--- src/rtl/bsa_pkg.sv ---
// Shared types and constants for the bit-serial subtractor.
package bsa_pkg;

  localparam int unsigned DEFAULT_WIDTH = 8;

  typedef enum logic [1:0] {
    ST_IDLE  = 2'd0,
    ST_SHIFT = 2'd1,
    ST_DONE  = 2'd2
  } state_t;

endpackage

--- src/rtl/bit_serial_subtractor_if.sv ---
// Request/result bundle between a requester and the bit-serial subtractor.
interface bit_serial_subtractor_if
  import bsa_pkg::*;
#(
  parameter int unsigned WIDTH = DEFAULT_WIDTH
);

  logic             start;
  logic [WIDTH-1:0] a_in;
  logic [WIDTH-1:0] b_in;
  logic             busy;
  logic             diff_bit;
  logic             bit_valid;
  logic             done;
  logic [WIDTH-1:0] diff;
  logic             borrow_out;

  modport master (
    output start, a_in, b_in,
    input  busy, diff_bit, bit_valid, done, diff, borrow_out
  );

  modport slave (
    input  start, a_in, b_in,
    output busy, diff_bit, bit_valid, done, diff, borrow_out
  );

endinterface

--- src/rtl/full_subtractor.sv ---
// One-bit full subtractor: d = a - b - bin, bout set when the step borrows.
module full_subtractor (
  input  logic a,
  input  logic b,
  input  logic bin,
  output logic d,
  output logic bout
);

  assign d    = a ^ b ^ bin;
  assign bout = (~a & b) | (~(a ^ b) & bin);

endmodule

--- src/rtl/bit_serial_subtractor.sv ---
// Bit-serial A-B: operands shift out LSB-first through one full subtractor,
// difference bits shift in MSB-side and are presented in parallel with done.
module bit_serial_subtractor
  import bsa_pkg::*;
#(
  parameter int unsigned WIDTH = DEFAULT_WIDTH
) (
  input  logic                    clk,
  input  logic                    reset,
  bit_serial_subtractor_if.slave  bus
);

  localparam int unsigned CNT_W = $clog2(WIDTH);

  state_t             state, state_n;
  logic [CNT_W-1:0]   cnt, cnt_n;
  logic               br, br_n;
  logic [WIDTH-1:0]   a_sh, a_sh_n;
  logic [WIDTH-1:0]   b_sh, b_sh_n;
  logic [WIDTH-1:0]   res, res_n;
  logic               busy_q, busy_n;
  logic               diff_bit_q, diff_bit_n;
  logic               bit_valid_q, bit_valid_n;
  logic               done_q, done_n;
  logic [WIDTH-1:0]   diff_q, diff_n;
  logic               borrow_q, borrow_n;

  logic               fs_d;
  logic               fs_bout;

  full_subtractor u_fs (
    .a    (a_sh[0]),
    .b    (b_sh[0]),
    .bin  (br),
    .d    (fs_d),
    .bout (fs_bout)
  );

  // State and datapath registers
  always_ff @(posedge clk or posedge reset) begin
    if (reset) begin
      state       <= ST_IDLE;
      cnt         <= '0;
      br          <= 1'b0;
      a_sh        <= '0;
      b_sh        <= '0;
      res         <= '0;
      busy_q      <= 1'b0;
      diff_bit_q  <= 1'b0;
      bit_valid_q <= 1'b0;
      done_q      <= 1'b0;
      diff_q      <= '0;
      borrow_q    <= 1'b0;
    end else begin
      state       <= state_n;
      cnt         <= cnt_n;
      br          <= br_n;
      a_sh        <= a_sh_n;
      b_sh        <= b_sh_n;
      res         <= res_n;
      busy_q      <= busy_n;
      diff_bit_q  <= diff_bit_n;
      bit_valid_q <= bit_valid_n;
      done_q      <= done_n;
      diff_q      <= diff_n;
      borrow_q    <= borrow_n;
    end
  end

  // Next-state and next-output logic
  always_comb begin
    state_n     = state;
    cnt_n       = cnt;
    br_n        = br;
    a_sh_n      = a_sh;
    b_sh_n      = b_sh;
    res_n       = res;
    diff_bit_n  = diff_bit_q;
    bit_valid_n = 1'b0;
    done_n      = 1'b0;
    diff_n      = diff_q;
    borrow_n    = borrow_q;

    unique case (state)
      ST_IDLE: begin
        if (bus.start) begin
          a_sh_n  = bus.a_in;
          b_sh_n  = bus.b_in;
          br_n    = 1'b0;
          cnt_n   = '0;
          state_n = ST_SHIFT;
        end
      end
      ST_SHIFT: begin
        a_sh_n      = {1'b0, a_sh[WIDTH-1:1]};
        b_sh_n      = {1'b0, b_sh[WIDTH-1:1]};
        res_n       = {fs_d, res[WIDTH-1:1]};
        br_n        = fs_bout;
        diff_bit_n  = fs_d;
        bit_valid_n = 1'b1;
        cnt_n       = cnt + CNT_W'(1);
        // Final bit step: publish the result so it is valid alongside done
        if (cnt == CNT_W'(WIDTH - 1)) begin
          state_n  = ST_DONE;
          cnt_n    = '0;
          done_n   = 1'b1;
          diff_n   = res_n;
          borrow_n = fs_bout;
        end
      end
      ST_DONE: begin
        state_n = ST_IDLE;
      end
      default: begin
        state_n = ST_IDLE;
      end
    endcase

    busy_n = (state_n != ST_IDLE);
  end

  assign bus.busy       = busy_q;
  assign bus.diff_bit   = diff_bit_q;
  assign bus.bit_valid  = bit_valid_q;
  assign bus.done       = done_q;
  assign bus.diff       = diff_q;
  assign bus.borrow_out = borrow_q;

endmodule

--- src/flat_wrapper.sv ---
// flat-port wrapper written by rule: the top's interface ports become plain ports
module bit_serial_subtractor_flat import bsa_pkg::*;
#(
  parameter int unsigned WIDTH = DEFAULT_WIDTH
)
  (clk, reset, bus_start, bus_a_in, bus_b_in, bus_busy, bus_diff_bit, bus_bit_valid, bus_done, bus_diff, bus_borrow_out);
  bit_serial_subtractor_if #(.WIDTH(WIDTH)) bus_i ();
  input  logic clk;
  input  logic reset;
  input wire logic [$bits(bus_i.start)-1:0] bus_start;
  input wire logic [$bits(bus_i.a_in)-1:0] bus_a_in;
  input wire logic [$bits(bus_i.b_in)-1:0] bus_b_in;
  output wire logic [$bits(bus_i.busy)-1:0] bus_busy;
  output wire logic [$bits(bus_i.diff_bit)-1:0] bus_diff_bit;
  output wire logic [$bits(bus_i.bit_valid)-1:0] bus_bit_valid;
  output wire logic [$bits(bus_i.done)-1:0] bus_done;
  output wire logic [$bits(bus_i.diff)-1:0] bus_diff;
  output wire logic [$bits(bus_i.borrow_out)-1:0] bus_borrow_out;
  assign bus_i.start = bus_start;
  assign bus_i.a_in = bus_a_in;
  assign bus_i.b_in = bus_b_in;
  assign bus_busy = bus_i.busy;
  assign bus_diff_bit = bus_i.diff_bit;
  assign bus_bit_valid = bus_i.bit_valid;
  assign bus_done = bus_i.done;
  assign bus_diff = bus_i.diff;
  assign bus_borrow_out = bus_i.borrow_out;
  bit_serial_subtractor #(.WIDTH(WIDTH)) u_core (.clk(clk), .reset(reset), .bus(bus_i));
endmodule
--- config.mk ---
export PLATFORM = sky130hd
export DESIGN_NAME = bit_serial_subtractor_flat
export DESIGN_NICKNAME = d
export VERILOG_FILES = /design/src/rtl/bsa_pkg.sv /design/src/rtl/bit_serial_subtractor_if.sv /design/src/rtl/full_subtractor.sv /design/src/rtl/bit_serial_subtractor.sv /design/src/flat_wrapper.sv
export SDC_FILE = /design/constraint.sdc
export NUM_CORES = 1
export LEC_CHECK = 0
export CAP_MARGIN = 25
export CORE_MARGIN = 2
export CORE_UTILIZATION = 55
export DETAILED_ROUTE_END_ITERATION = 16
export GPL_TIMING_DRIVEN = 0
export PLACE_DENSITY = 0.83
export SLEW_MARGIN = 10
export SYNTH_ARGS = -nofsm -noshare
export SYNTH_HDL_FRONTEND = slang
export SYNTH_SLANG_ARGS = --single-unit
export TNS_END_PERCENT = 5
--- constraint.sdc ---
create_clock -name clk -period 3.6 [get_ports clk]
set_clock_uncertainty 0.2 [all_clocks]
set_input_delay 0.72 -clock clk [delete_from_list [all_inputs] [get_ports clk]]
set_output_delay 0.72 -clock clk [all_outputs]
set_load 0.03 [all_outputs]
==> out/metrics.cfg <==
[critical_path]
cp_slowest_cell=clkdlybuf4s50_1
worstSetupPathType=reg2out
crit_family=buffers and inverters
crit_chain=clkdlybuf4s50_1
crit_path_start_kind=flop
crit_fanout=4
cp_num_buf_inv=1
worstPathRequired_ps=2680
cpPeakStageDelay_ps=690
rrSetupSlack_ps=1730
critical_path_arrival_ps=1470
worst_setup_path_end_kind=output pin

[clocking]
cts_root_buf=clkbuf_4
path_clk_slew_ps=120
clock_path_buffers=2
h-tree-depth=2
postCtsResizedCells=0
insertion_delay_ps=360
cts_setup_buffers=0
clock-sinks=41
ctsHoldBuffers=0
cts_tree=built
cts_buffers=5

[routing]
viasPerCell=5.564
routedWlPerCell_um=14.42
vias=1224
drt-initial-drc-count=85
remaining_drc_errors=0
routed_wl_um=3173
dr.pass1.iters=6
ant_nets=0

[synth]
synth.area.top_cells=dfrtp_1 60%, mux2_1 8.5%, a222oi_1 5.8%, inv_1 4.8%, nor2_1 2.2%
synth_edf_count=0
async_reset_ff_frac=1.000
syn_area_um2=1724
yosysTopAreaCell=dfrtp_1
synth-seq-cells=41
ys_types=24
yosys_warnings=0
syn_nets=159
yosysSeqAreaShare=0.5951
postSynthAreaPerCell_um2=12.59
synth_ff_type=dfrtp_1
synthCells=137
yosys.area.top_type_share=0.5951

[sta]
post-route-period-util=0.6639
slew_viol_final=0
clock.fmax_ghz=0.4184
hold_ws_ps=294.1
hold_viol=0
slew_headroom=0.4581
rsz0062_at_grt=false
min_period_ps=2390
worst_pin_slew_ps=811.7
setup_viol=0
finalSetupTns_ps=0

[power_and_ir_drop]
p_per_area_nw_per_um2=849.5
static-leakage-power_uw=0.001001
ir_worst_vdd_uv=495.2

[job]
maxCapViolCount=0

[grt]
grt_max_degree=42
grt_pass1_vias=1201
grt_usage=0.2036
overflow=0
antenna_found_initial=0
grt_pass1_wl_um=5195

[floorplanning]
die_x_um=59.99
rows=20
die_y_um=59.99
io_pins=32
core_um2=3028
start_util=0.5694
die_area_um2=3599

[cells_and_area]
drive_above_1_share=0.1023
final_net_count=197
final_cells=220
fin_area_um2=2146
area_growth_pct=24.46
antennaDiodeCount=0

[placed_design]
routabilityCongestion=0.7806
numPortBuffers=31
dp_cells=212
dpl_cell_area_um2=2090
dp_hpwl_um=2230

[hold_path]
hold_class=reg2reg

[status]
status=finished clean

state kept, by name (all words and copies together) (netlist names):
register               flops
u_core.a_sh                8
u_core.b_sh                8
u_core.br                  1
u_core.bus.bit_valid       1
u_core.bus.borrow_out      1
u_core.bus.busy            1
u_core.bus.diff            8
u_core.bus.done            1
u_core.cnt                 3
u_core.res                 7
u_core.state               2
power breakdown:
part	total, uW	switching [uW]	leakage [uW]	internal [uW]
registers	786	110	0.000491	676
clock network	223	147	0.0000245	76.2
logic	813	432	0.000486	381
total	1820	689	0.00100	1130
logic make-up (layout without fill, tap and decap cells):
kind of cell             Yosys count  count (layout)  synth area share
buffers and inverters             31              70           0.07619
multiplexers                      17              17            0.1096
AO/OA/AOI/OAI                     21              21            0.1089
AND/OR/NAND/NOR                   24              24           0.08418
adder cells (fa/ha/maj)            3               3           0.02612
flip-flops                        41              41            0.5951
cell type report:
class / count / area, um2
plain buffers: 9 / 48.80
clock buffers: 6 / 41.29
clock inverters: 2 / 15.01
fillers: 212 / 882.1
inverters: 22 / 82.58
multi-input cells: 65 / 566.8
flip-flops and latches: 41 / 1026
well taps: 44 / 55.05
repair buffers: 31 / 310.3
cell usage after synthesis, drive strengths merged (3+ instances only):
cell type and n:
a211oi 4, mux2 15, nor3b 5, buf 8, nor4b 4, a222oi 10
inv 22, nor2 10, a22o 3, dfrtp 41
placed cells by master (no fill, tap or decap), types with 4 or more instances in the layout:
cell	count
clkdlybuf4s50_1	31
nor4b_1	4
a211oi_1	4
nor2_1	10
dfrtp_1	41
clkbuf_4	5
nor3b_1	5
buf_2	6
inv_1	21
a222oi_1	10
mux2_1	13
final timing paths:
check                                                       to  cells past startpoint                 startpoint
worst max-delay path                              bus_diff_bit                      1  u_core.res[7]$_DFFE_PP0P_
worst min-delay path            u_core.bus.diff[0]$_DFFE_PP0P_                      1  u_core.res[1]$_DFFE_PP0P_
worst max register to register  u_core.bus.diff[6]$_DFFE_PP0P_                      5  u_core.cnt[0]$_DFFE_PP0P_
worst min register to register  u_core.bus.diff[0]$_DFFE_PP0P_                      1  u_core.res[1]$_DFFE_PP0P_
max in group asynchronous           u_core.a_sh[6]$_DFFE_PP0P_                      2                      reset
min in group asynchronous            u_core.bus.done$_DFF_PP0_                      2                      reset
metrics by stage:
stage	worst slack [ps]	power [uW]	utilization
final	1210	1823	0.7087
after global routing	1156	1950	0.7087
after CTS	1204	1839	0.7087
after detailed placement	1246	1613	0.6901
after global placement	991.5	1567	0.6901
after floorplan	1734	1332	-
layer usage:
layer,vias to the layer above,routed length [um],track usage
li1,561,-,-
met1,619,1397,0.2425
met2,38,1517,0.3168
met3,6,197,0.08009
met4,0,61,0.1079
met5,-,0,0
(Power assumes the default switching activity.)
